`config.mk`:
```
export PLATFORM = sky130hd
export DESIGN_NAME = alu_seq_core
export DESIGN_NICKNAME = d
export VERILOG_FILES = /design/src/rtl/alu_pkg.sv /design/src/rtl/alu_iter_muldiv.sv /design/src/rtl/alu_seq_core.sv
export SDC_FILE = /design/constraint.sdc
export NUM_CORES = 1
export LEC_CHECK = 0
export BUFFER_PORTS_ARGS = -buffer_cell sky130_fd_sc_hd__clkbuf_2
export CAP_MARGIN = 20
export CELL_PAD_IN_SITES_DETAIL_PLACEMENT = 1
export CELL_PAD_IN_SITES_GLOBAL_PLACEMENT = 1
export CORE_ASPECT_RATIO = 1.75
export CORE_UTILIZATION = 30
export CTS_BUF_LIST = sky130_fd_sc_hd__clkbuf_2
export DETAILED_ROUTE_END_ITERATION = 6
export GPL_TIMING_DRIVEN = 0
export PLACE_DENSITY = 0.53
export SLEW_MARGIN = 20
export SYNTH_ARGS = -nofsm -noshare
export SYNTH_HDL_FRONTEND = slang
export SYNTH_SLANG_ARGS = --single-unit
```
`constraint.sdc`:
```
create_clock -name clk -period 9.33 [get_ports clk]
set_input_delay 0.933 -clock clk [delete_from_list [all_inputs] [get_ports clk]]
set_output_delay 0.933 -clock clk [all_outputs]
set_load 0.02 [all_outputs]
```
`src/rtl/alu_pkg.sv`:
```
// Shared definitions for the sequential ALU core.
//
// Contents:
//   OPC_W       opcode width
//   OP_*        opcode encodings (OP_ADD .. OP_CLRACC)
//   alu_state_e control FSM states of alu_seq_core
package alu_pkg;

    localparam int unsigned OPC_W = 5;

    // Single-cycle arithmetic / logic
    localparam logic [OPC_W-1:0] OP_ADD    = 5'b00000;
    localparam logic [OPC_W-1:0] OP_SUB    = 5'b00001;
    localparam logic [OPC_W-1:0] OP_AND    = 5'b00100;
    localparam logic [OPC_W-1:0] OP_OR     = 5'b00101;
    localparam logic [OPC_W-1:0] OP_XOR    = 5'b00110;
    localparam logic [OPC_W-1:0] OP_NOT    = 5'b00111;
    localparam logic [OPC_W-1:0] OP_ABS    = 5'b01010;
    localparam logic [OPC_W-1:0] OP_AVG    = 5'b01011;
    localparam logic [OPC_W-1:0] OP_INC    = 5'b01100;
    localparam logic [OPC_W-1:0] OP_DEC    = 5'b01101;
    localparam logic [OPC_W-1:0] OP_EQ     = 5'b01110;
    localparam logic [OPC_W-1:0] OP_NE     = 5'b01111;
    localparam logic [OPC_W-1:0] OP_ADDI   = 5'b10000;
    localparam logic [OPC_W-1:0] OP_SUBI   = 5'b10001;
    localparam logic [OPC_W-1:0] OP_ANDI   = 5'b10010;
    localparam logic [OPC_W-1:0] OP_ORI    = 5'b10011;
    localparam logic [OPC_W-1:0] OP_CLRACC = 5'b10100;

    // Iterative (one bit per cycle)
    localparam logic [OPC_W-1:0] OP_MUL    = 5'b00010;
    localparam logic [OPC_W-1:0] OP_DIV    = 5'b00011;
    localparam logic [OPC_W-1:0] OP_MAC    = 5'b01000;
    localparam logic [OPC_W-1:0] OP_SQR    = 5'b01001;

    // StDone: single-cycle op captured, result written on the next edge.
    // StMul / StDiv: iterator running, result written on the edge after done.
    typedef enum logic [1:0] {
        StIdle,
        StDone,
        StMul,
        StDiv
    } alu_state_e;

endpackage

```
`src/rtl/alu_iter_muldiv.sv`:
```
// Iterative unsigned multiplier / restoring divider, one bit per cycle.
//
// Ports:
//   clk       rising-edge clock
//   rst       asynchronous active-high reset (aborts any operation)
//   start     load operands and begin; a/b/mode_div sampled on this edge
//   mode_div  0: multiply a*b (low DATA_W bits), 1: divide a/b (b != 0)
//   a, b      operands (multiplicand/multiplier or dividend/divisor)
//   done      high for one cycle once DATA_W steps have completed
//   res       product low half or quotient; valid while done is high
module alu_iter_muldiv #(
    parameter int unsigned DATA_W = 19
) (
    input  logic              clk,
    input  logic              rst,
    input  logic              start,
    input  logic              mode_div,
    input  logic [DATA_W-1:0] a,
    input  logic [DATA_W-1:0] b,
    output logic              done,
    output logic [DATA_W-1:0] res
);

    localparam int unsigned CNT_W = $clog2(DATA_W + 1);

    // Multiply: x = shifting multiplicand, y = shifting multiplier, z = partial product.
    // Divide:   x = divisor, y = dividend shifting out / quotient shifting in, z = remainder.
    logic [DATA_W-1:0] x_q, x_d;
    logic [DATA_W-1:0] y_q, y_d;
    logic [DATA_W-1:0] z_q, z_d;
    logic [CNT_W-1:0]  cnt_q, cnt_d;
    logic              run_q, run_d;
    logic              div_q, div_d;

    logic [DATA_W:0]   shifted;
    logic [DATA_W:0]   diff;

    always_comb begin
        x_d   = x_q;
        y_d   = y_q;
        z_d   = z_q;
        cnt_d = cnt_q;
        run_d = run_q;
        div_d = div_q;

        // Restoring step: bring in the next dividend bit and trial-subtract.
        shifted = {z_q, y_q[DATA_W-1]};
        diff    = shifted - {1'b0, x_q};

        if (start) begin
            run_d = 1'b1;
            div_d = mode_div;
            cnt_d = CNT_W'(DATA_W);
            z_d   = '0;
            if (mode_div) begin
                x_d = b;
                y_d = a;
            end else begin
                x_d = a;
                y_d = b;
            end
        end else if (run_q) begin
            if (cnt_q == '0) begin
                run_d = 1'b0;
            end else begin
                cnt_d = cnt_q - CNT_W'(1);
                if (div_q) begin
                    // diff[DATA_W] set means the trial went negative: restore.
                    if (diff[DATA_W]) begin
                        z_d = shifted[DATA_W-1:0];
                    end else begin
                        z_d = diff[DATA_W-1:0];
                    end
                    y_d = {y_q[DATA_W-2:0], ~diff[DATA_W]};
                end else begin
                    if (y_q[0]) begin
                        z_d = z_q + x_q;
                    end
                    x_d = x_q << 1;
                    y_d = y_q >> 1;
                end
            end
        end
    end

    always_ff @(posedge clk or posedge rst) begin
        if (rst) begin
            x_q   <= '0;
            y_q   <= '0;
            z_q   <= '0;
            cnt_q <= '0;
            run_q <= 1'b0;
            div_q <= 1'b0;
        end else begin
            x_q   <= x_d;
            y_q   <= y_d;
            z_q   <= z_d;
            cnt_q <= cnt_d;
            run_q <= run_d;
            div_q <= div_d;
        end
    end

    assign done = run_q && (cnt_q == '0);
    assign res  = div_q ? y_q : z_q;

endmodule

```
`src/rtl/alu_seq_core.sv`:
```
// Handshaked sequential ALU: single-cycle logic/add ops, iterative MUL/SQR/MAC/DIV,
// registered MAC accumulator and status flags.
//
// Configuration macro: ALU_SAT_EN
//   defined   - ADD/SUB/ADDI/SUBI/INC/DEC/MAC saturate as signed; flag_v port present
//   undefined - all arithmetic wraps modulo 2^DATA_W; no flag_v port
//
// Ports:
//   clk, rst             clock (rising edge), asynchronous active-high reset
//   in_valid / in_ready  operation handshake; opcode/op1/op2/immediate captured on accept
//   opcode, op1, op2     operation select and operands
//   immediate            IMM_W-bit immediate, sign-extended for *I ops
//   out_valid/out_ready  result handshake; result and flags held until taken
//   result               registered result
//   flag_z, flag_n       result is zero / result sign bit
//   flag_dz              division by zero produced this result
//   flag_v               (ALU_SAT_EN only) result was clamped
//   busy                 iterative operation in progress
module alu_seq_core #(
    parameter int unsigned DATA_W = 19,
    parameter int unsigned IMM_W  = 10,
    parameter int unsigned OPC_W  = 5
) (
    input  logic              clk,
    input  logic              rst,
    input  logic              in_valid,
    output logic              in_ready,
    input  logic [OPC_W-1:0]  opcode,
    input  logic [DATA_W-1:0] op1,
    input  logic [DATA_W-1:0] op2,
    input  logic [IMM_W-1:0]  immediate,
    output logic              out_valid,
    input  logic              out_ready,
    output logic [DATA_W-1:0] result,
    output logic              flag_z,
    output logic              flag_n,
    output logic              flag_dz,
`ifdef ALU_SAT_EN
    output logic              flag_v,
`endif
    output logic              busy
);

    import alu_pkg::*;

    // Wrapping or (with ALU_SAT_EN) signed-saturating add/subtract.
`ifdef ALU_SAT_EN
    function automatic logic [DATA_W:0] ext_sum(input logic [DATA_W-1:0] x,
                                                 input logic [DATA_W-1:0] y,
                                                 input logic              sub);
        logic [DATA_W:0] xe;
        logic [DATA_W:0] ye;
        xe = {x[DATA_W-1], x};
        ye = {y[DATA_W-1], y};
        return sub ? (xe - ye) : (xe + ye);
    endfunction

    function automatic logic addsub_ovf(input logic [DATA_W-1:0] x,
                                        input logic [DATA_W-1:0] y,
                                        input logic              sub);
        logic [DATA_W:0] s;
        s = ext_sum(x, y, sub);
        return s[DATA_W] != s[DATA_W-1];
    endfunction

    function automatic logic [DATA_W-1:0] addsub(input logic [DATA_W-1:0] x,
                                                 input logic [DATA_W-1:0] y,
                                                 input logic              sub);
        logic [DATA_W:0] s;
        s = ext_sum(x, y, sub);
        // Sign of the (DATA_W+1)-bit true sum picks the clamp direction.
        if (s[DATA_W] != s[DATA_W-1]) begin
            return s[DATA_W] ? {1'b1, {(DATA_W-1){1'b0}}} : {1'b0, {(DATA_W-1){1'b1}}};
        end
        return s[DATA_W-1:0];
    endfunction
`else
    function automatic logic [DATA_W-1:0] addsub(input logic [DATA_W-1:0] x,
                                                 input logic [DATA_W-1:0] y,
                                                 input logic              sub);
        return sub ? (x - y) : (x + y);
    endfunction
`endif

    alu_state_e state_q, state_d;

    // Operands captured on accept
    logic [OPC_W-1:0]  opc_q, opc_d;
    logic [DATA_W-1:0] a_q, a_d;
    logic [DATA_W-1:0] b_q, b_d;
    logic [IMM_W-1:0]  imm_q, imm_d;

    logic [DATA_W-1:0] acc_q, acc_d;
    logic [DATA_W-1:0] res_q, res_d;
    logic              ov_q, ov_d;
    logic              z_q, z_d;
    logic              n_q, n_d;
    logic              dz_q, dz_d;
`ifdef ALU_SAT_EN
    logic              v_q, v_d;
    logic              sc_v;
    logic              wr_v;
`endif

    logic [DATA_W-1:0] imm_ext;
    logic [DATA_W-1:0] sc_res;
    logic              sc_dz;
    logic              sc_clr;
    logic              use_add;
    logic              add_sub;
    logic [DATA_W-1:0] add_x;
    logic [DATA_W-1:0] add_y;
    logic [DATA_W:0]   avg_sum;

    logic              wr;
    logic [DATA_W-1:0] wr_res;
    logic              wr_dz;

    logic              accept;
    logic              iter_start;
    logic              iter_div;
    logic              iter_done;
    logic [DATA_W-1:0] iter_res;
    logic [DATA_W-1:0] iter_b;

    assign in_ready = (state_q == StIdle) && (!ov_q || out_ready);
    assign accept   = in_valid && in_ready;
    assign busy     = (state_q == StMul) || (state_q == StDiv);
    assign imm_ext  = {{(DATA_W-IMM_W){imm_q[IMM_W-1]}}, imm_q};
    assign avg_sum  = {1'b0, a_q} + {1'b0, b_q};
    assign iter_b   = (opcode == OP_SQR) ? op1 : op2;

    alu_iter_muldiv #(
        .DATA_W (DATA_W)
    ) u_iter (
        .clk      (clk),
        .rst      (rst),
        .start    (iter_start),
        .mode_div (iter_div),
        .a        (op1),
        .b        (iter_b),
        .done     (iter_done),
        .res      (iter_res)
    );

    // Single-cycle datapath, evaluated from the captured operands while in StDone.
    always_comb begin
        sc_res  = '0;
        sc_dz   = 1'b0;
        sc_clr  = 1'b0;
        use_add = 1'b0;
        add_sub = 1'b0;
        add_x   = a_q;
        add_y   = b_q;
        case (opc_q)
            OP_ADD:  use_add = 1'b1;
            OP_SUB:  begin use_add = 1'b1; add_sub = 1'b1; end
            OP_INC:  begin use_add = 1'b1; add_y = DATA_W'(1); end
            OP_DEC:  begin use_add = 1'b1; add_sub = 1'b1; add_y = DATA_W'(1); end
            OP_ADDI: begin use_add = 1'b1; add_y = imm_ext; end
            OP_SUBI: begin use_add = 1'b1; add_sub = 1'b1; add_y = imm_ext; end
            OP_AND:  sc_res = a_q & b_q;
            OP_OR:   sc_res = a_q | b_q;
            OP_XOR:  sc_res = a_q ^ b_q;
            OP_NOT:  sc_res = ~a_q;
            OP_ANDI: sc_res = a_q & imm_ext;
            OP_ORI:  sc_res = a_q | imm_ext;
            // Most-negative value negates to itself.
            OP_ABS:  sc_res = a_q[DATA_W-1] ? ('0 - a_q) : a_q;
            OP_AVG:  sc_res = DATA_W'(avg_sum >> 1);
            OP_EQ:   sc_res = DATA_W'(a_q == b_q);
            OP_NE:   sc_res = DATA_W'(a_q != b_q);
            OP_CLRACC: sc_clr = 1'b1;
            // Only a zero divisor reaches StDone with OP_DIV.
            OP_DIV:  begin sc_res = '1; sc_dz = 1'b1; end
            default: sc_res = '0;
        endcase
        if (use_add) begin
            sc_res = addsub(add_x, add_y, add_sub);
        end
    end

`ifdef ALU_SAT_EN
    assign sc_v = use_add && addsub_ovf(add_x, add_y, add_sub);
`endif

    always_comb begin
        state_d    = state_q;
        opc_d      = opc_q;
        a_d        = a_q;
        b_d        = b_q;
        imm_d      = imm_q;
        acc_d      = acc_q;
        res_d      = res_q;
        z_d        = z_q;
        n_d        = n_q;
        dz_d       = dz_q;
        ov_d       = ov_q && !out_ready;
        wr         = 1'b0;
        wr_res     = '0;
        wr_dz      = 1'b0;
        iter_start = 1'b0;
        iter_div   = 1'b0;
`ifdef ALU_SAT_EN
        v_d        = v_q;
        wr_v       = 1'b0;
`endif

        unique case (state_q)
            StIdle: begin
                if (accept) begin
                    opc_d = opcode;
                    a_d   = op1;
                    b_d   = op2;
                    imm_d = immediate;
                    if (opcode == OP_MUL || opcode == OP_SQR || opcode == OP_MAC) begin
                        iter_start = 1'b1;
                        state_d    = StMul;
                    end else if (opcode == OP_DIV && op2 != '0) begin
                        iter_start = 1'b1;
                        iter_div   = 1'b1;
                        state_d    = StDiv;
                    end else begin
                        state_d = StDone;
                    end
                end
            end
            StDone: begin
                wr     = 1'b1;
                wr_res = sc_res;
                wr_dz  = sc_dz;
`ifdef ALU_SAT_EN
                wr_v   = sc_v;
`endif
                if (sc_clr) begin
                    acc_d = '0;
                end
                state_d = StIdle;
            end
            StMul: begin
                if (iter_done) begin
                    wr = 1'b1;
                    if (opc_q == OP_MAC) begin
                        wr_res = addsub(acc_q, iter_res, 1'b0);
                        acc_d  = wr_res;
`ifdef ALU_SAT_EN
                        wr_v   = addsub_ovf(acc_q, iter_res, 1'b0);
`endif
                    end else begin
                        wr_res = iter_res;
                    end
                    state_d = StIdle;
                end
            end
            StDiv: begin
                if (iter_done) begin
                    wr      = 1'b1;
                    wr_res  = iter_res;
                    state_d = StIdle;
                end
            end
            default: state_d = StIdle;
        endcase

        if (wr) begin
            ov_d  = 1'b1;
            res_d = wr_res;
            z_d   = (wr_res == '0);
            n_d   = wr_res[DATA_W-1];
            dz_d  = wr_dz;
`ifdef ALU_SAT_EN
            v_d   = wr_v;
`endif
        end
    end

    always_ff @(posedge clk or posedge rst) begin
        if (rst) begin
            state_q <= StIdle;
            opc_q   <= '0;
            a_q     <= '0;
            b_q     <= '0;
            imm_q   <= '0;
            acc_q   <= '0;
            res_q   <= '0;
            ov_q    <= 1'b0;
            z_q     <= 1'b0;
            n_q     <= 1'b0;
            dz_q    <= 1'b0;
`ifdef ALU_SAT_EN
            v_q     <= 1'b0;
`endif
        end else begin
            state_q <= state_d;
            opc_q   <= opc_d;
            a_q     <= a_d;
            b_q     <= b_d;
            imm_q   <= imm_d;
            acc_q   <= acc_d;
            res_q   <= res_d;
            ov_q    <= ov_d;
            z_q     <= z_d;
            n_q     <= n_d;
            dz_q    <= dz_d;
`ifdef ALU_SAT_EN
            v_q     <= v_d;
`endif
        end
    end

    assign out_valid = ov_q;
    assign result    = res_q;
    assign flag_z    = z_q;
    assign flag_n    = n_q;
    assign flag_dz   = dz_q;
`ifdef ALU_SAT_EN
    assign flag_v    = v_q;
`endif

endmodule
```
; ---- Yosys cells after proc, flatten, opt, wreduce, memory -nomap -nowiden
; Cells that the tools add are included.
[op_classes]
add_sub_neg = 8
n_eq_ne = 34
muxes = 57
n_bitwise = 7
n_reduce_logical = 30
[op_table]
columns = operator, count
row1 = 2-to-1 mux 19 bit, 27
row2 = case mux 19 bit (11 select lines), 1
row3 = case mux 19 bit (2 select lines), 2
row4 = adder 19 bit, 3
row5 = case mux 19 bit (3 select lines), 1
row6 = "equality test 5 x 4 -> 1 bit, second input constant", 9
row7 = bitwise AND 19 bit, 2
row8 = bitwise OR 19 bit, 2
row9 = "equality test 5 bit, second input constant", 5
row10 = adder 19 x 19 -> 20 bit, 1
row11 = "equality test 5 x 3 -> 1 bit, second input constant", 4
row12 = subtractor 20 x 19 -> 20 bit, 1
row13 = equality test 19 bit, 1
row14 = zero test 19 bit, 1
row15 = != test 19 bit, 1
row16 = inverter 19 bit, 1
row17 = nonzero test 19 bit, 1
row18 = "subtractor 1 x 19 -> 19 bit, first input constant", 1
row19 = subtractor 19 bit, 1
row20 = XOR 19 bit, 1
row21 = 2-to-1 mux 1 bit, 17
row22 = "equality test 5 x 2 -> 1 bit, second input constant", 3
row23 = 2-to-1 mux 5 bit, 3
row24 = zero test 5 bit, 2
row25 = 22 further kinds, 45
[totals]
ff_bits = 161
in_bits = 57
word_cells = 153

; ---- Depth between registers and ports, before layout
; Gate-level depths: netlist of the first run.
[logic_depth]
ltp_word = 8
depth_mapped = 22

; ---- Cells and area by module
; Synthesis of the first run repeated with hierarchy kept, for this count alone.
[hier_totals]
cells_unflattened = 1887
hier_area_um2 = 15633.7
[modules_own_cells]
columns = module, n_inst, cells_each, area_each_um2
row1 = alu_seq_core, 1, 1183, 9781.9
row2 = alu_iter_muldiv, 1, 704, 5851.9

; ---- Worst setup path before layout of the first run
; Ideal clock, no wire load.
[synth_path]
path_kind = flip-flop to flip-flop
from = reg opc_q[1]
to = reg z_q, in the netlist flag_z
setup_time_ns = 0.092
arrival_time_ns = 4.686
setup_slack_ns = 4.552
stages_incl_launch_ff = 23
path_buffers = 2
period_less_slack_ns = 4.778
path_cell_list = dfrtp_1 buf_6 or4b_4 buf_6 o22ai_1 nor2_1 inv_1 ha_1 o221ai_1 or4_4 o21ai_0 xnor2_1 ha_1 a21oi_1 nor2b_1 or2_2 or3_1 o2111ai_1 nand3b_1 xnor2_1 o311ai_1 o2111ai_1 o31ai_2
[synth_between]
elab_chain_cells = 8
[synth_rtl]
columns = element, line
row1 = from (decl), alu_seq_core.sv:88  ; logic [OPC_W-1:0] opc_q, opc_d;
row2 = from (signal assigned), alu_seq_core.sv:295  ; opc_q <= opc_d;
row3 = equality test 5 bit / equality test 5 x 4 -> 1 bit (equally long branches), alu_seq_core.sv:155  ; case (opc_q)
row4 = OR reduction 2 bit (no line), --
row5 = case mux 19 bit (2 select lines), alu_seq_core.sv:155
row6 = adder 19 bit / subtractor 19 bit (equally long branches), alu_seq_core.sv:81  ; return sub ? (x - y) : (x + y);
row7 = 2-to-1 mux 19 bit, alu_seq_core.sv:81
row8 = 2-to-1 mux 19 bit, alu_seq_core.sv:178  ; if (use_add) begin
row9 = case mux 19 bit (3 select lines) *, alu_seq_core.sv:209  ; unique case (state_q)
row10 = zero test 19 bit *, alu_seq_core.sv:268  ; z_d = (wr_res == '0);
row11 = to (signal assigned), alu_seq_core.sv:302  ; z_q <= z_d;
row12 = to (decl), alu_seq_core.sv:96  ; logic z_q, z_d;
; Mark *: on every way between the ends. The rest lies on a longest branch, timed or not.
; A chain may end at the register's enable or synchronous reset.

; ---- Worst setup path in the final report of the first run
[layout_path]
from = reg opc_q[0]
to = reg z_q, in the netlist flag_z
; Same word-level chain as after synthesis.

==> results.sh, run 1 <==
export IMPL_p_leak_nw=6.938
export IMPL_power_density_nw_per_um2=463.6
export IMPL_cts_buffers_inserted=17
export IMPL_cp_start_kind="flop"
export IMPL_grt_remaining_overflow=0
export IMPL_drive_gt1_share_pct=13.07
export IMPL_status="completed"
export IMPL_root_buffer="clkbuf_2"
export IMPL_area_growth_pct=10.44
export IMPL_hold_path_cell_count=2
export IMPL_cp_required_ns=10.17
export IMPL_end_kind="flop"
export IMPL_die_area_sq_um=50530
export IMPL_synth_area_per_cell_sq_um=8.285
export IMPL_setup_viol=0
export IMPL_core_area_sq_um=48870
export IMPL_min_to="imm_q[5]$_DFFE_PP0P_"
export IMPL_grt_pass1_vias=16142
export IMPL_yosysSeqAreaShare_pct=26.91
export IMPL_via_count=14834
export IMPL_finalCritPeriodShare_pct=65.99
export IMPL_htreeDepth=4
export IMPL_final_common_cell="a21oi_1"
export IMPL_ff2ff_path_depth=18
export IMPL_viasPerCell=5.776
export IMPL_antenna_found_initial=1
export IMPL_timing_rr_end="flag_z$_DFFE_PP0P_"
export IMPL_port_buffers=81
export IMPL_worst_slew_pin_slew_ns=1.302
export IMPL_skew_ns=0.04436
export IMPL_die_h_microns=296.6
export IMPL_post_cts_resized=0
export IMPL_synth_cell_types=88
export IMPL_hold_violations=0
export IMPL_fin_tns_setup_ns=0
export IMPL_worst_r2r_setup_slack_ns=3.17
export IMPL_clk_pin_slew_ns=0.28
export IMPL_final_nets=2058
export IMPL_min_period_ns=6.157
export IMPL_dpl_hpwl_mm=58.32
export IMPL_die_w_microns=170.4
export IMPL_dp_slack_ns=3.298
export IMPL_dr_pass1_iters=4
export IMPL_place_gp_congestion=0.9491
export IMPL_cap_violations=0
export IMPL_post_route_drc_count=0
export IMPL_synth_edff_count=0
export IMPL_io_pins=82
export IMPL_hold_slack_ns=0.2433
export IMPL_synth_cells=1796
export IMPL_cts_hold_buf=1
export IMPL_drv_slew=0
export IMPL_slew_headroom_pct=13.04
export IMPL_synthesis_area_sq_um=14880
export IMPL_p_total_mw=7.618
export IMPL_cp_max_fo=10
export IMPL_track_usage_pct=28.22
export IMPL_ant_nets=0
export IMPL_ys_ff_latch=160
export IMPL_clock_fmax_mhz=162.4
export IMPL_arrival_ns=7.00
export IMPL_async_reset_ff_share_pct=100.0
export IMPL_clock_latency_ns=0.90
export IMPL_criticalPathCategory="flop to flop"
export IMPL_rr_startpoint="opc_q[0]$_DFFE_PP0P_"
export IMPL_clock_sinks=160
export IMPL_rows=107
export IMPL_synthesis_nets=1954
export IMPL_synth_warnings=0
export IMPL_post_cts_repair_setup_buffers=0
export IMPL_min_path_type="input port to flop"
export IMPL_wl_per_cell_microns=26.94
export IMPL_clk_path_buf_depth=2
export IMPL_grt_pass1_wl_mm=103.2
export IMPL_hp_start="immediate[5]"
export IMPL_ys_flop_type="dfrtp_1"
export IMPL_first_iter_violations=514
export IMPL_rsz0062_at_grt="no"
export IMPL_cts_tree="built"
export IMPL_initial_core_util_pct=30.45
export IMPL_final_cell_mix="a21oi_1, dfrtp_1, nor2_1, o21ai_0, nand2_1"
export IMPL_wl_mm=69.19
export IMPL_layout_setup_ws_ns=3.173
export IMPL_grt_max_degree=94
export IMPL_ir_drop_mv=0.1623
cell usage after synthesis, drive strengths merged, types with 18 or more instances:
cell type,count,area share [%]
a21oi,178,6.0
o21ai,151,5.1
o22ai,20,0.97
nand3,37,1.2
nor2b,18,0.76
clkbuf,94,2.4
nand2,114,2.9
a21o,30,1.5
dfrtp,160,27
xnor2,59,3.5
ha,96,8.1
mux2,87,6.6
o21a,19,0.96
nor4,21,0.92
inv,58,1.5
o31ai,20,1.0
o211ai,25,1.3
a31oi,25,1.1
mux2i,48,3.2
nor3,36,1.2
xor2,36,2.1
nor2,156,3.9
o221ai,27,1.6
state kept, by name, summed over array words and instances, names as in the netlist:
name,count
u_iter.y_q,19
imm_q,10
b_q,19
u_iter.div_q,1
flag_z,1
out_valid,1
flag_dz,1
acc_q,19
u_iter.x_q,19
opc_q,5
u_iter.cnt_q,5
result,19
state_q,2
u_iter.z_q,19
a_q,19
u_iter.run_q,1
power by group:
| part | leakage (nW) | internal, mW | switching [mW] |
|---|---|---|---|
| Combinational | 4.82 | 2.25 | 3.50 |
| Sequential | 1.99 | 0.981 | 0.484 |
| Clock | 0.127 | 0.100 | 0.298 |
cell type report:
| type | count | area, sq um |
|---|---|---|
| clock buffer | 17 | 85.08 |
| multi-input combinational | 1469 | 10270 |
| antenna | 1 | 2.502 |
| tap | 654 | 818.3 |
| timing repair buffer | 85 | 455.4 |
| clock inverter | 15 | 137.6 |
| buffer | 108 | 434.2 |
| fill | 5931 | 32430 |
| inverter | 59 | 229.0 |
| sequential | 160 | 4004 |
layer usage:
layer | vias to the layer above | track usage (%) | routed length [microns]
li1 | 6942 | - | -
met1 | 7442 | 26.94 | 24050
met2 | 302 | 54.41 | 37690
met3 | 148 | 2.940 | 1712
met4 | 0 | 22.04 | 5735
met5 | - | 0 | 0
logic make-up after synthesis:
logic type | synth area share [%]
buf+inv | 4.406
xor+xnor | 5.592
compound gates | 27.92
simple gates | 16.62
fa+ha+maj | 8.745
mux | 9.813
flops | 26.91
per-stage QoR:
step	instances	utilization [%]	instance area, sq um
after detailed placement	2534	33.15	16200
final	2568	33.63	16430
after CTS	2567	33.62	16430
after global routing	2568	33.63	16430
after global placement	2531	32.95	16100
after floorplan	1796	-	14880
worst max path at each step:
stage                         start                endpoint  slack, ns
2_1_floorplan                   rst      a_q[0]$_DFFE_PP0P_       4.08
3_3_place_gp                    rst  result[16]$_DFFE_PP0P_       1.70
3_5_place_dp   opc_q[0]$_DFFE_PP0P_      flag_z$_DFFE_PP0P_       3.30
4_1_cts        opc_q[0]$_DFFE_PP0P_      flag_z$_DFFE_PP0P_       3.25
5_1_grt        opc_q[0]$_DFFE_PP0P_      flag_z$_DFFE_PP0P_       2.69
6_report       opc_q[0]$_DFFE_PP0P_      flag_z$_DFFE_PP0P_       3.17
critical path: stages (launching register included):
cell and delay, ns:
dfrtp_1 0.39, clkbuf_1 0.39, clkbuf_1 0.51, clkbuf_1 0.62
nand2_1 0.43, clkbuf_1 0.38, nand2_1 0.13, o21ai_0 0.17
fa_1 0.48, nand2b_1 0.18, a21oi_1 0.37, nor2_1 0.06
o21ai_0 0.15, a41oi_1 0.48, nor4_1 0.51, nand4_1 0.14
nor4_1 0.31, nand4_1 0.15, o31ai_2 0.23
Power figures use the tool's default switching activity.
==> inputs of run 2 (changes only) <==
clock period = 6.1 ns   (was 9.33 ns; I/O delays follow)
==> run 2 against run 1 <==
Sequential share of layout area down 0.61 points; fmax is 7.4% higher; clock skew is 0.0039 ns higher; setup slack got worse by 2.8 ns; die area unchanged; cell count is 1.6% higher; routed wire length up 0.80%; power up 54%; global-route usage rose by 0.19 points; critical path type unchanged; largest cell class unchanged.
==> results.sh, run 2 (synthesized netlist as in run 1, its figures left out) <==
export IMPL_final_cell_area_sq_um=16850
export IMPL_cts_tree="built"
export IMPL_final_nets=2099
export IMPL_worst_slew_pin_slew_ns=1.252
export IMPL_io_pins=82
export IMPL_port_buffers=81
export IMPL_skew_ns=0.04823
export IMPL_rows=107
export IMPL_met1_usage_pct=27.13
export IMPL_cp_max_fo=10
export IMPL_drive_gt1_share_pct=13.05
export IMPL_viasPerCell=5.754
export IMPL_final_cell_mix="a21oi_1, dfrtp_1, nor2_1, o21ai_0, nand2_1"
export IMPL_grt_busiest_layer="met2"
export IMPL_layout_setup_ws_ns=0.3672
export IMPL_die_h_microns=296.6
export IMPL_cts_buffers_inserted=17
export IMPL_fin_tns_setup_ns=0
export IMPL_place_gp_congestion=0.9491
export IMPL_initial_core_util_pct=30.45
export IMPL_place_inst=2534
export IMPL_max_stage_delay_ns=0.84
export IMPL_ant_nets=0
export IMPL_drv_slew=0
export IMPL_path_buf_inv=3
export IMPL_p_leak_nw=7.118
export IMPL_slew_headroom_pct=16.34
export IMPL_first_iter_violations=552
export IMPL_antenna_found_initial=1
export IMPL_cp_required_ns=6.93
export IMPL_clock_fmax_mhz=174.4
export IMPL_arrival_ns=6.56
export IMPL_hold_slack_ns=0.08564
export IMPL_p_total_mw=11.69
export IMPL_rsz0062_at_grt="no"
export IMPL_grt_remaining_overflow=0
export IMPL_min_path_type="input port to flop"
export IMPL_placed_area_sq_um=16200
export IMPL_power_density_nw_per_um2=693.8
export IMPL_setup_viol=0
export IMPL_end_kind="flop"
export IMPL_criticalPathCategory="flop to flop"
export IMPL_cp_slowest_cell="nor4bb_2"
export IMPL_grt_pass1_wl_mm=104.0
export IMPL_clock_latency_ns=0.90
export IMPL_post_route_drc_count=0
export IMPL_grtUsageMet2_pct=54.96
export IMPL_status="completed"
export IMPL_wl_per_cell_microns=26.72
export IMPL_core_area_sq_um=48870
export IMPL_clk_path_buf_depth=2
export IMPL_final_common_cell="a21oi_1"
export IMPL_via_count=15017
export IMPL_hold_violations=0
export IMPL_dp_slack_ns=0.06828
export IMPL_path_cells="buf_2 -> clkbuf_1 -> buf_2 -> nor4bb_2 -> nor2_1 -> nand2_1 -> nand2_1 -> o31a_1 -> a31oi_1 -> xnor2_1 -> ha_1 -> a21oi_1 -> nor2b_1 -> or2_2 -> or3_1 -> o2111ai_1 -> nand3b_1 -> xnor2_1 -> o311ai_1 -> o2111ai_1 -> o31ai_2"
export IMPL_dpl_hpwl_mm=58.32
export IMPL_ir_drop_mv=0.2483
export IMPL_crit_family="simple AND/OR/NAND/NOR gates"
export IMPL_track_usage_pct=28.41
export IMPL_grt_util_met3_pct=2.861
export IMPL_cp_start_kind="flop"
export IMPL_wl_mm=69.74
export IMPL_clk_pin_slew_ns=0.27
export IMPL_grt_pass1_vias=16318
export IMPL_clock_sinks=160
export IMPL_min_period_ns=5.733
export IMPL_root_buffer="clkbuf_2"
export IMPL_grt_max_degree=94
export IMPL_die_w_microns=170.4
export IMPL_cap_violations=0
export IMPL_dr_pass1_iters=7
export IMPL_layout_cells_non_filler=2610
export IMPL_finalCritPeriodShare_pct=93.98
export IMPL_area_growth_pct=13.27
export IMPL_final_core_util_pct=34.49
export IMPL_die_area_sq_um=50530
export IMPL_htreeDepth=4
==> run 2: final timing paths <==
kind | startpoint | endpoint | slack (ns) | cells past startpoint
min in group asynchronous | rst | b_q[0]$_DFFE_PP0P_ | 0.27 | 3
worst min register to register | acc_q[16]$_DFFE_PP0P_ | acc_q[16]$_DFFE_PP0P_ | 0.53 | 2
worst max register to register | opc_q[2]$_DFFE_PP0P_ | flag_z$_DFFE_PP0P_ | 0.37 | 21
max in group asynchronous | rst | acc_q[14]$_DFFE_PP0P_ | 4.85 | 4
worst max-delay path | opc_q[2]$_DFFE_PP0P_ | flag_z$_DFFE_PP0P_ | 0.37 | 21
worst min-delay path | op1[15] | a_q[15]$_DFFE_PP0P_ | 0.09 | 2
==> run 2: metal layers <==
metal / up-vias / wire [microns]
met2: 300 / 38130
met3: 149 / 1662
li1: 7034 / -
met5: - / 0
met4: 0 / 5746
met1: 7534 / 24200
==> run 2: power by group <==
part | switching, mW | internal, mW | leakage (nW)
Combinational | 5.37 | 3.47 | 5.00
Sequential | 0.747 | 1.50 | 1.99
Clock | 0.456 | 0.153 | 0.127
==> run 2: what timing repair did <==
item,4_1_cts,5_1_grt
endpoints found under the setup margin,0,2
hold buffers,41,0
buffers inserted,0,1
endpoints found under the hold margin,108,0
gates resized for setup,0,9
==> run 2: cell type report <==
class                           count  area (sq um)
Clock buffer                       17         85.08
Buffer                            108         437.9
Antenna cell                        2         5.005
Fill cell                        5922         32010
Multi-Input combinational cell   1469         10270
Timing Repair Buffer              126         863.3
Inverter                           59         229.0
Sequential cell                   160          4004
Tap cell                          654         818.3
Clock inverter                     15         137.6
==> run 2: worst register-to-register path: stages (launching register included) <==
cell and delay [ns]:
dfrtp_1 0.39, buf_2 0.21, clkbuf_1 0.32, buf_2 0.32
nor4bb_2 0.84, nor2_1 0.15, nand2_1 0.11, nand2_1 0.09
o31a_1 0.30, a31oi_1 0.26, xnor2_1 0.12, ha_1 0.35
a21oi_1 0.17, nor2b_1 0.07, or2_2 0.30, or3_1 0.34
o2111ai_1 0.29, nand3b_1 0.15, xnor2_1 0.16, o311ai_1 0.37
o2111ai_1 0.19, o31ai_2 0.20
